===== config.mk =====
export PLATFORM = sky130hd
export DESIGN_NAME = mem_line_arbiter
export DESIGN_NICKNAME = d
export VERILOG_FILES = /design/src/rtl/mem_line_arbiter.sv
export SDC_FILE = /design/constraint.sdc
export NUM_CORES = 1
export LEC_CHECK = 0
export CAP_MARGIN = 15
export CORE_AREA = 3 3 117 119
export DETAILED_ROUTE_END_ITERATION = 8
export DIE_AREA = 0 0 120 122
export MAX_ROUTING_LAYER = met4
export PLACE_DENSITY = 0.78
export SKIP_CTS_REPAIR_TIMING = 1
export SYNTH_ARGS = -nofsm -noshare
export SYNTH_HDL_FRONTEND = slang
export SYNTH_SLANG_ARGS = --single-unit

===== constraint.sdc =====
create_clock -name clk -period 2.45 [get_ports clk]
set_input_delay 0.49 -clock clk [delete_from_list [all_inputs] [get_ports clk]]
set_output_delay 0.49 -clock clk [all_outputs]
set_load 0.05 [all_outputs]

===== src/rtl/mem_line_arbiter.sv =====
// Purpose: round-robin owner of one single-port RAM, two requesters, WORDS-beat line bursts.
// Latency: grant the cycle after req is seen in IDLE; done after WORDS+2 (write) / WORDS+3 (read) cycles.
// Backpressure: the RAM never stalls; a losing requester simply holds req until its own done pulse.
//
// Ports:
//   clk, rst                  clock / asynchronous active-high reset
//   rN_req/we/addr/wdata      requester N line request, direction, line address, write word[beat]
//   rN_gnt/rvalid/rdata/done  requester N ownership, read word strobe/data, end-of-burst pulse
//   beat, rbeat               shared issue index / index of the word on rN_rdata
//   mem_we/re/addr/data_in    RAM command port; mem_data_out is the registered RAM read data
module mem_line_arbiter #(
  parameter int WORDS  = 4,
  parameter int ADDR_W = 32,
  parameter int DATA_W = 32
) (
  input  logic                     clk,
  input  logic                     rst,
  input  logic                     r0_req,
  input  logic                     r0_we,
  input  logic [ADDR_W-1:0]        r0_addr,
  input  logic [DATA_W-1:0]        r0_wdata,
  output logic                     r0_gnt,
  output logic                     r0_rvalid,
  output logic [DATA_W-1:0]        r0_rdata,
  output logic                     r0_done,
  input  logic                     r1_req,
  input  logic                     r1_we,
  input  logic [ADDR_W-1:0]        r1_addr,
  input  logic [DATA_W-1:0]        r1_wdata,
  output logic                     r1_gnt,
  output logic                     r1_rvalid,
  output logic [DATA_W-1:0]        r1_rdata,
  output logic                     r1_done,
  output logic [$clog2(WORDS)-1:0] beat,
  output logic [$clog2(WORDS)-1:0] rbeat,
  output logic                     mem_we,
  output logic                     mem_re,
  output logic [ADDR_W-1:0]        mem_addr,
  output logic [DATA_W-1:0]        mem_data_in,
  input  logic [DATA_W-1:0]        mem_data_out
);

  localparam int BEAT_W = $clog2(WORDS);
  localparam int LINE_W = $clog2(WORDS * 4);
  localparam logic [BEAT_W-1:0] BEAT_LAST = BEAT_W'(WORDS - 1);

  typedef enum logic [2:0] {
    S_IDLE,
    S_WRITE,
    S_READ,
    S_DRAIN,
    S_DONE
  } state_t;

  state_t              state_q, state_d;
  logic                owner_q;     // 0 = requester 0, 1 = requester 1
  logic                last_gnt_q;  // most recent winner, used to break ties
  logic [ADDR_W-1:0]   base_q;
  logic [BEAT_W-1:0]   beat_q;

  logic                any_req;
  logic                pick;
  logic                pick_we;
  logic [ADDR_W-1:0]   pick_addr;
  logic                rvalid_c;
  logic                done_c;
  logic                unused_line_bits;

  // Arbitration: a contested request goes to whoever did not win last time.
  assign any_req   = r0_req | r1_req;
  assign pick      = (r0_req & r1_req) ? ~last_gnt_q : r1_req;
  assign pick_we   = pick ? r1_we : r0_we;
  assign pick_addr = pick ? r1_addr : r0_addr;

  // Offset-within-line bits of the request address are deliberately discarded.
  assign unused_line_bits = ^pick_addr[LINE_W-1:0];

  // State register
  always_ff @(posedge clk or posedge rst) begin
    if (rst) begin
      state_q <= S_IDLE;
    end else begin
      state_q <= state_d;
    end
  end

  // Burst context: owner, direction is implied by state, line base and beat counter.
  always_ff @(posedge clk or posedge rst) begin
    if (rst) begin
      owner_q    <= 1'b0;
      last_gnt_q <= 1'b1;
      base_q     <= '0;
      beat_q     <= '0;
    end else begin
      case (state_q)
        S_IDLE: begin
          if (any_req) begin
            owner_q    <= pick;
            last_gnt_q <= pick;
            base_q     <= {pick_addr[ADDR_W-1:LINE_W], {LINE_W{1'b0}}};
            beat_q     <= '0;
          end
        end
        // beat stops at the last index so DRAIN keeps addressing the final word
        S_WRITE, S_READ: begin
          if (beat_q != BEAT_LAST) beat_q <= beat_q + BEAT_W'(1);
        end
        S_DONE:  beat_q <= '0;
        default: ;
      endcase
    end
  end

  // Next-state logic
  always_comb begin
    state_d = state_q;
    case (state_q)
      S_IDLE:  if (any_req) state_d = pick_we ? S_WRITE : S_READ;
      S_WRITE: if (beat_q == BEAT_LAST) state_d = S_DONE;
      S_READ:  if (beat_q == BEAT_LAST) state_d = S_DRAIN;
      S_DRAIN: state_d = S_DONE;
      S_DONE:  state_d = S_IDLE;
      default: state_d = S_IDLE;
    endcase
  end

  // Output decode: RAM command comes only from registered state; the write word
  // is the one combinational path, taken straight from the owner's wdata.
  always_comb begin
    mem_we      = 1'b0;
    mem_re      = 1'b0;
    mem_addr    = '0;
    mem_data_in = '0;
    rvalid_c    = 1'b0;
    rbeat       = '0;
    done_c      = 1'b0;
    case (state_q)
      S_WRITE: begin
        mem_we      = 1'b1;
        mem_addr    = base_q + ADDR_W'({beat_q, 2'b00});
        mem_data_in = owner_q ? r1_wdata : r0_wdata;
      end
      S_READ: begin
        mem_re   = 1'b1;
        mem_addr = base_q + ADDR_W'({beat_q, 2'b00});
        // RAM output is one cycle behind the issue, so word beat-1 is on the bus now
        if (beat_q != '0) begin
          rvalid_c = 1'b1;
          rbeat    = beat_q - BEAT_W'(1);
        end
      end
      S_DRAIN: begin
        // keep the last address presented so the RAM output stays on the final word
        mem_re   = 1'b1;
        mem_addr = base_q + ADDR_W'({beat_q, 2'b00});
        rvalid_c = 1'b1;
        rbeat    = BEAT_LAST;
      end
      S_DONE:  done_c = 1'b1;
      default: ;
    endcase
  end

  assign beat      = beat_q;
  assign r0_gnt    = (state_q != S_IDLE) & ~owner_q;
  assign r1_gnt    = (state_q != S_IDLE) &  owner_q;
  assign r0_rvalid = rvalid_c & ~owner_q;
  assign r1_rvalid = rvalid_c &  owner_q;
  assign r0_done   = done_c & ~owner_q;
  assign r1_done   = done_c &  owner_q;
  // Read data is shared; it is zeroed outside read delivery so idle/reset outputs are clean.
  assign r0_rdata  = rvalid_c ? mem_data_out : '0;
  assign r1_rdata  = rvalid_c ? mem_data_out : '0;

endmodule


# Word-level counts from Yosys, hierarchy flattened
# Index checks and enable logic that the tools add are counted.
# classes
eq_ne,10
n_bitwise,10
mul,0
add_sub_neg,3
muxes,22
n_reduce_logical,10
div_mod_pow,0
magnitude_cmp,0
shifts,0
# ops
cell,count
two-way mux 32 bit,5
adder 32 x 4 -> 32 bit,1
one-hot mux 3 bit (4 select lines),1
inequality test 2 bit (second input constant),5
two-way mux 3 bit,3
two-way mux 2 bit,4
AND 1 bit,7
== test 3 x 2 -> 1 bit (second input constant),2
two-way mux 1 bit,6
one-hot mux 2 bit (3 select lines),1
AND reduction 3 bit,2
nonzero test 3 bit,2
one-hot mux 2 bit (2 select lines),1
OR reduction 2 bit,2
== test 3 x 1 -> 1 bit (second input constant),1
== test 3 bit (second input constant),1
logical NOT 3 bit,1
OR reduction 3 bit,1
adder 2 x 1 -> 2 bit (second input constant),1
== test 2 bit (second input constant),1
NOT 1 bit,2
one-hot mux 1 bit (2 select lines),1
AND reduction 2 bit,1
nonzero test 2 bit,1
other kinds (2),2
# totals
ram_bits,0
latch_bits,0
rom_bits,0
word_cells,60
reg_bits,35
input_bits,166
memories,0
output_inout_bits,140

# Depth between registers and ports, before layout
# Gate-level depths: netlist of run 1.
# depth
ltp_word,6
depth_mapped,6
depth_no_buf,5

# Least setup slack after synthesis of run 1
# Ideal clock, no wire load.
# synth_path
path_type,reg-to-output
start,register beat_q[0] (netlist: beat[0])
end,output r1_rdata[10]
required_time_ps,1960
n_path_buf,2
arrival_ps,2360
path_slack_ps,-400
path_stages_with_launch,7
path_cell_list,dfrtp_1 inv_1 ha_1 a21oi_1 clkbuf_1 and2_1 buf_4
# synth_between
elab_chain_cells,4
# synth_rtl
element,line_no,rtl
from (decl),59,logic [BEAT_W-1:0] beat_q;
from (signal assigned),106,if (beat_q != BEAT_LAST) beat_q <= beat_q + BEAT_W'(1);
nonzero test 2 bit,147,if (beat_q != '0) begin
two-way mux 1 bit,147,
one-hot mux 1 bit (2 select lines),137,case (state_q)
two-way mux 32 bit,n/a,
to (decl),32,"output logic [DATA_W-1:0] r1_rdata,"
# No other way between the ends.

# Worst setup path after layout of run 1
# layout_path
start,register beat_q[0] (netlist: beat[0])
end,output r1_rdata[4]
# layout_between
elab_chain_cells,4
# layout_rtl
element,line_no,rtl
nonzero test 2 bit,147,
two-way mux 1 bit,147,
one-hot mux 1 bit (2 select lines),137,
two-way mux 32 bit,173,assign r1_rdata = rvalid_c ? mem_data_out : '0;
# No other way between the ends.

==> results of run 1 <==
-- Yosys cell counts (3+ instances only) --
cell       number  area share
nor2_1         46       0.057
and2_1         62        0.13
dfrtp_1        34        0.28
mux2i_1        32        0.11
o32ai_1        29       0.084
buf_2           7       0.012
inv_1           7      0.0087
nor2b_1         4      0.0083
buf_6           3       0.011
ha_1            4       0.017
nor3_1          5      0.0083
o21ai_0         4      0.0066
a2bb2oi_1      28       0.081
buf_4          34       0.085
nand2_1         3      0.0037
clkbuf_1       21       0.026
-- power groups by stage --
| stage | clock network (mW) | registers (mW) | logic (mW) |
|---|---|---|---|
| floorplan | 0 | 1.05 | 5.50 |
| global placement | 0 | 1.04 | 10.2 |
| detailed placement | 0 | 1.05 | 10.3 |
| CTS | 0.684 | 1.05 | 10.3 |
| global route | 0.713 | 1.08 | 10.6 |
| finish | 0.669 | 1.05 | 10.3 |
-- layout make-up --
class / count / area share
Timing Repair Buffer: 308 / 0.589
Clock buffer: 8 / 0.0211
Inverter: 7 / 0.00355
Sequential cell: 35 / 0.119
Multi-Input combinational cell: 241 / 0.238
Tap cell: 172 / 0.0290
-- sequential cells by signal, indices dropped and copies added (netlist names) --
name and flops:
owner_q 1, beat 2, base_q 28, last_gnt_q 1, state_q 3
-- logic make-up after synthesis --
logic type | share of synthesized area
compound gates | 0.208
fa+ha+maj | 0.0166
buf+inv | 0.142
flops | 0.291
mux | 0.106
other cells | 0.00124
simple gates | 0.235
-- worst register-to-register path, delay by kind of cell (launching register included) --
family | cells | cell delay (ns)
AO/OA/AOI/OAI | 1 | 0.22
buffers and inverters | 1 | 0.20
AND/OR/NAND/NOR | 2 | 0.79
flip-flops | 1 | 0.41
-- routing by layer --
layer | part of all wire | global-route usage
met1 | 0.35 | 0.200
met2 | 0.55 | 0.374
met3 | 0.077 | 0.0450
met4 | 0.027 | 0.0630
met5 | 0 | -
-- final timing paths --
path	startpoint	endpoint	slack, ns	cells past startpoint
worst max-delay path	beat[0]	r1_rdata[4]	0.14	6
worst min-delay path	rst	state_q[1]	0.49	2
worst max register to register	state_q[1]	base_q[20]	0.75	4
worst min register to register	base_q[23]	base_q[23]	0.54	1
max in group asynchronous	rst	base_q[31]	1.26	3
min in group clk	base_q[23]	base_q[23]	0.54	1
==> impl_metrics.env, run 1 <==
export IMPL_outcome="finished, final reports clean"
export IMPL_num_rows=41
export IMPL_grt_max_degree=35
export IMPL_holdWs_ns=0.491
export IMPL_dp_cells=763
export IMPL_final_common_cell="clkdlybuf4s50_1"
export IMPL_synth_edf_count=0
export IMPL_cts_root_buf="clkbuf_16"
export IMPL_regArea_um2=881
export IMPL_clock_latency_ns=0.28
export IMPL_antenna_found_initial=0
export IMPL_crit_required_ns=1.96
export IMPL_clock_fmax_mhz=433
export IMPL_ant_nets=0
export IMPL_antenna_cells=0
export IMPL_cts_clk_slew_worst_paths_ns=0.06
export IMPL_wl_um=14900
export IMPL_vias=3673
export IMPL_port_buffers=295
export IMPL_grt_pass1_wl_um=21900
export IMPL_clkPwrFrac=0.056
export IMPL_worst_path_largest_cell_delay_ns=0.41
export IMPL_path_cells="inv_1, ha_1, a21oi_2, buf_6, and2_2, buf_12"
export IMPL_slew_violations=0
export IMPL_post_route_cell_area_um2=7410
export IMPL_syn_avg_cell_area_um2=8.68
export IMPL_instances_no_fill=771
export IMPL_critPathKind="flip-flop to output pin"
export IMPL_cts_tree="yes"
export IMPL_multi_input_area_um2=1760
export IMPL_fin_worst_skew_ns=0.00547
export IMPL_rsz0062_at_grt="no"
export IMPL_power_frac_seq=0.087
export IMPL_coreArea_um2=12700
export IMPL_start_kind="flip-flop"
export IMPL_power_frac_comb=0.857
export IMPL_synth_cells=347
export IMPL_synth_flop_cell="dfrtp_1"
export IMPL_syn_to_final_growth_pct=146
export IMPL_end_kind="output pin"
export IMPL_dieArea_um2=14600
export IMPL_peakVddDrop_mv=1.05
export IMPL_cpMaxStageDelayCell="dfrtp_2"
export IMPL_setup_viol=0
export IMPL_critPathBufInv=3
export IMPL_ios=306
export IMPL_finalHoldViolCount=0
export IMPL_nets=768
export IMPL_dpl_instance_area_um2=7240
export IMPL_yosys_register_bits=35
export IMPL_place_ws_ns=0.245
export IMPL_drcViolationCount=0
export IMPL_die_h_um=122
export IMPL_critical_path_top_delay_family="buffers and inverters"
export IMPL_cts_buffers=5
export IMPL_hold_path_class="input pin to async pin"
export IMPL_start_util=0.238
export IMPL_worstPathArrival_ns=1.82
export IMPL_p_switching_mw=6.06
export IMPL_totalPowerFinal_mw=12.0
export IMPL_viasPerCell=4.76
export IMPL_yosysUniqueCellTypes=39
export IMPL_crit_fanout=34
export IMPL_slew_headroom=0.412
export IMPL_grt_ovfl_total=0
export IMPL_power_density_nw_per_um2=1620
export IMPL_fillCellCount=1011
export IMPL_setup_tns_ns=0
export IMPL_synth_seq_area_share=0.291
export IMPL_clockBufferDepth=2
export IMPL_wire_per_inst_um=19.3
export IMPL_synth_area_um2=3010
export IMPL_period_share=0.943
export IMPL_drt_pass1_iter_count=4
export IMPL_die_w_um=120
export IMPL_grt_total_usage=0.197
export IMPL_post_dp_hpwl_um=12700
export IMPL_async_flop_share=1.00
export IMPL_grt_pass1_vias=3875
export IMPL_yosysWarningCount=0
export IMPL_p_int_mw=5.93
export IMPL_htree_levels=2
export IMPL_final_util=0.585
export IMPL_worstMarginPinSlew_ns=0.881
export IMPL_routabilityCongestion=0.823
export IMPL_mostFrequentLayoutCells="clkdlybuf4s50_1, buf_12, nor2_1"
export IMPL_worst_slack_ns=0.139
export IMPL_maxCapViolCount=0
export IMPL_p_leak_nw=3.01
export IMPL_cts_sinks=35
export IMPL_switching_share=0.506
export IMPL_drive_gt1_frac=0.336
export IMPL_min_period_ns=2.31
export IMPL_drt_initial_drc_count=178
Note: power is estimated with default switching activity, not from simulation.
==> run 2: changes to the inputs <==
--- a/config.mk
+++ b/config.mk
@@ -5,7 +5,7 @@
 export SDC_FILE = /design/constraint.sdc
 export NUM_CORES = 1
 export LEC_CHECK = 0
-export CAP_MARGIN = 15
+export CAP_MARGIN = 40
 export CORE_AREA = 3 3 117 119
 export DETAILED_ROUTE_END_ITERATION = 8
 export DIE_AREA = 0 0 120 122
==> results of run 2 <==
The final DEF is identical to that of run 1; final timing and power are the same.
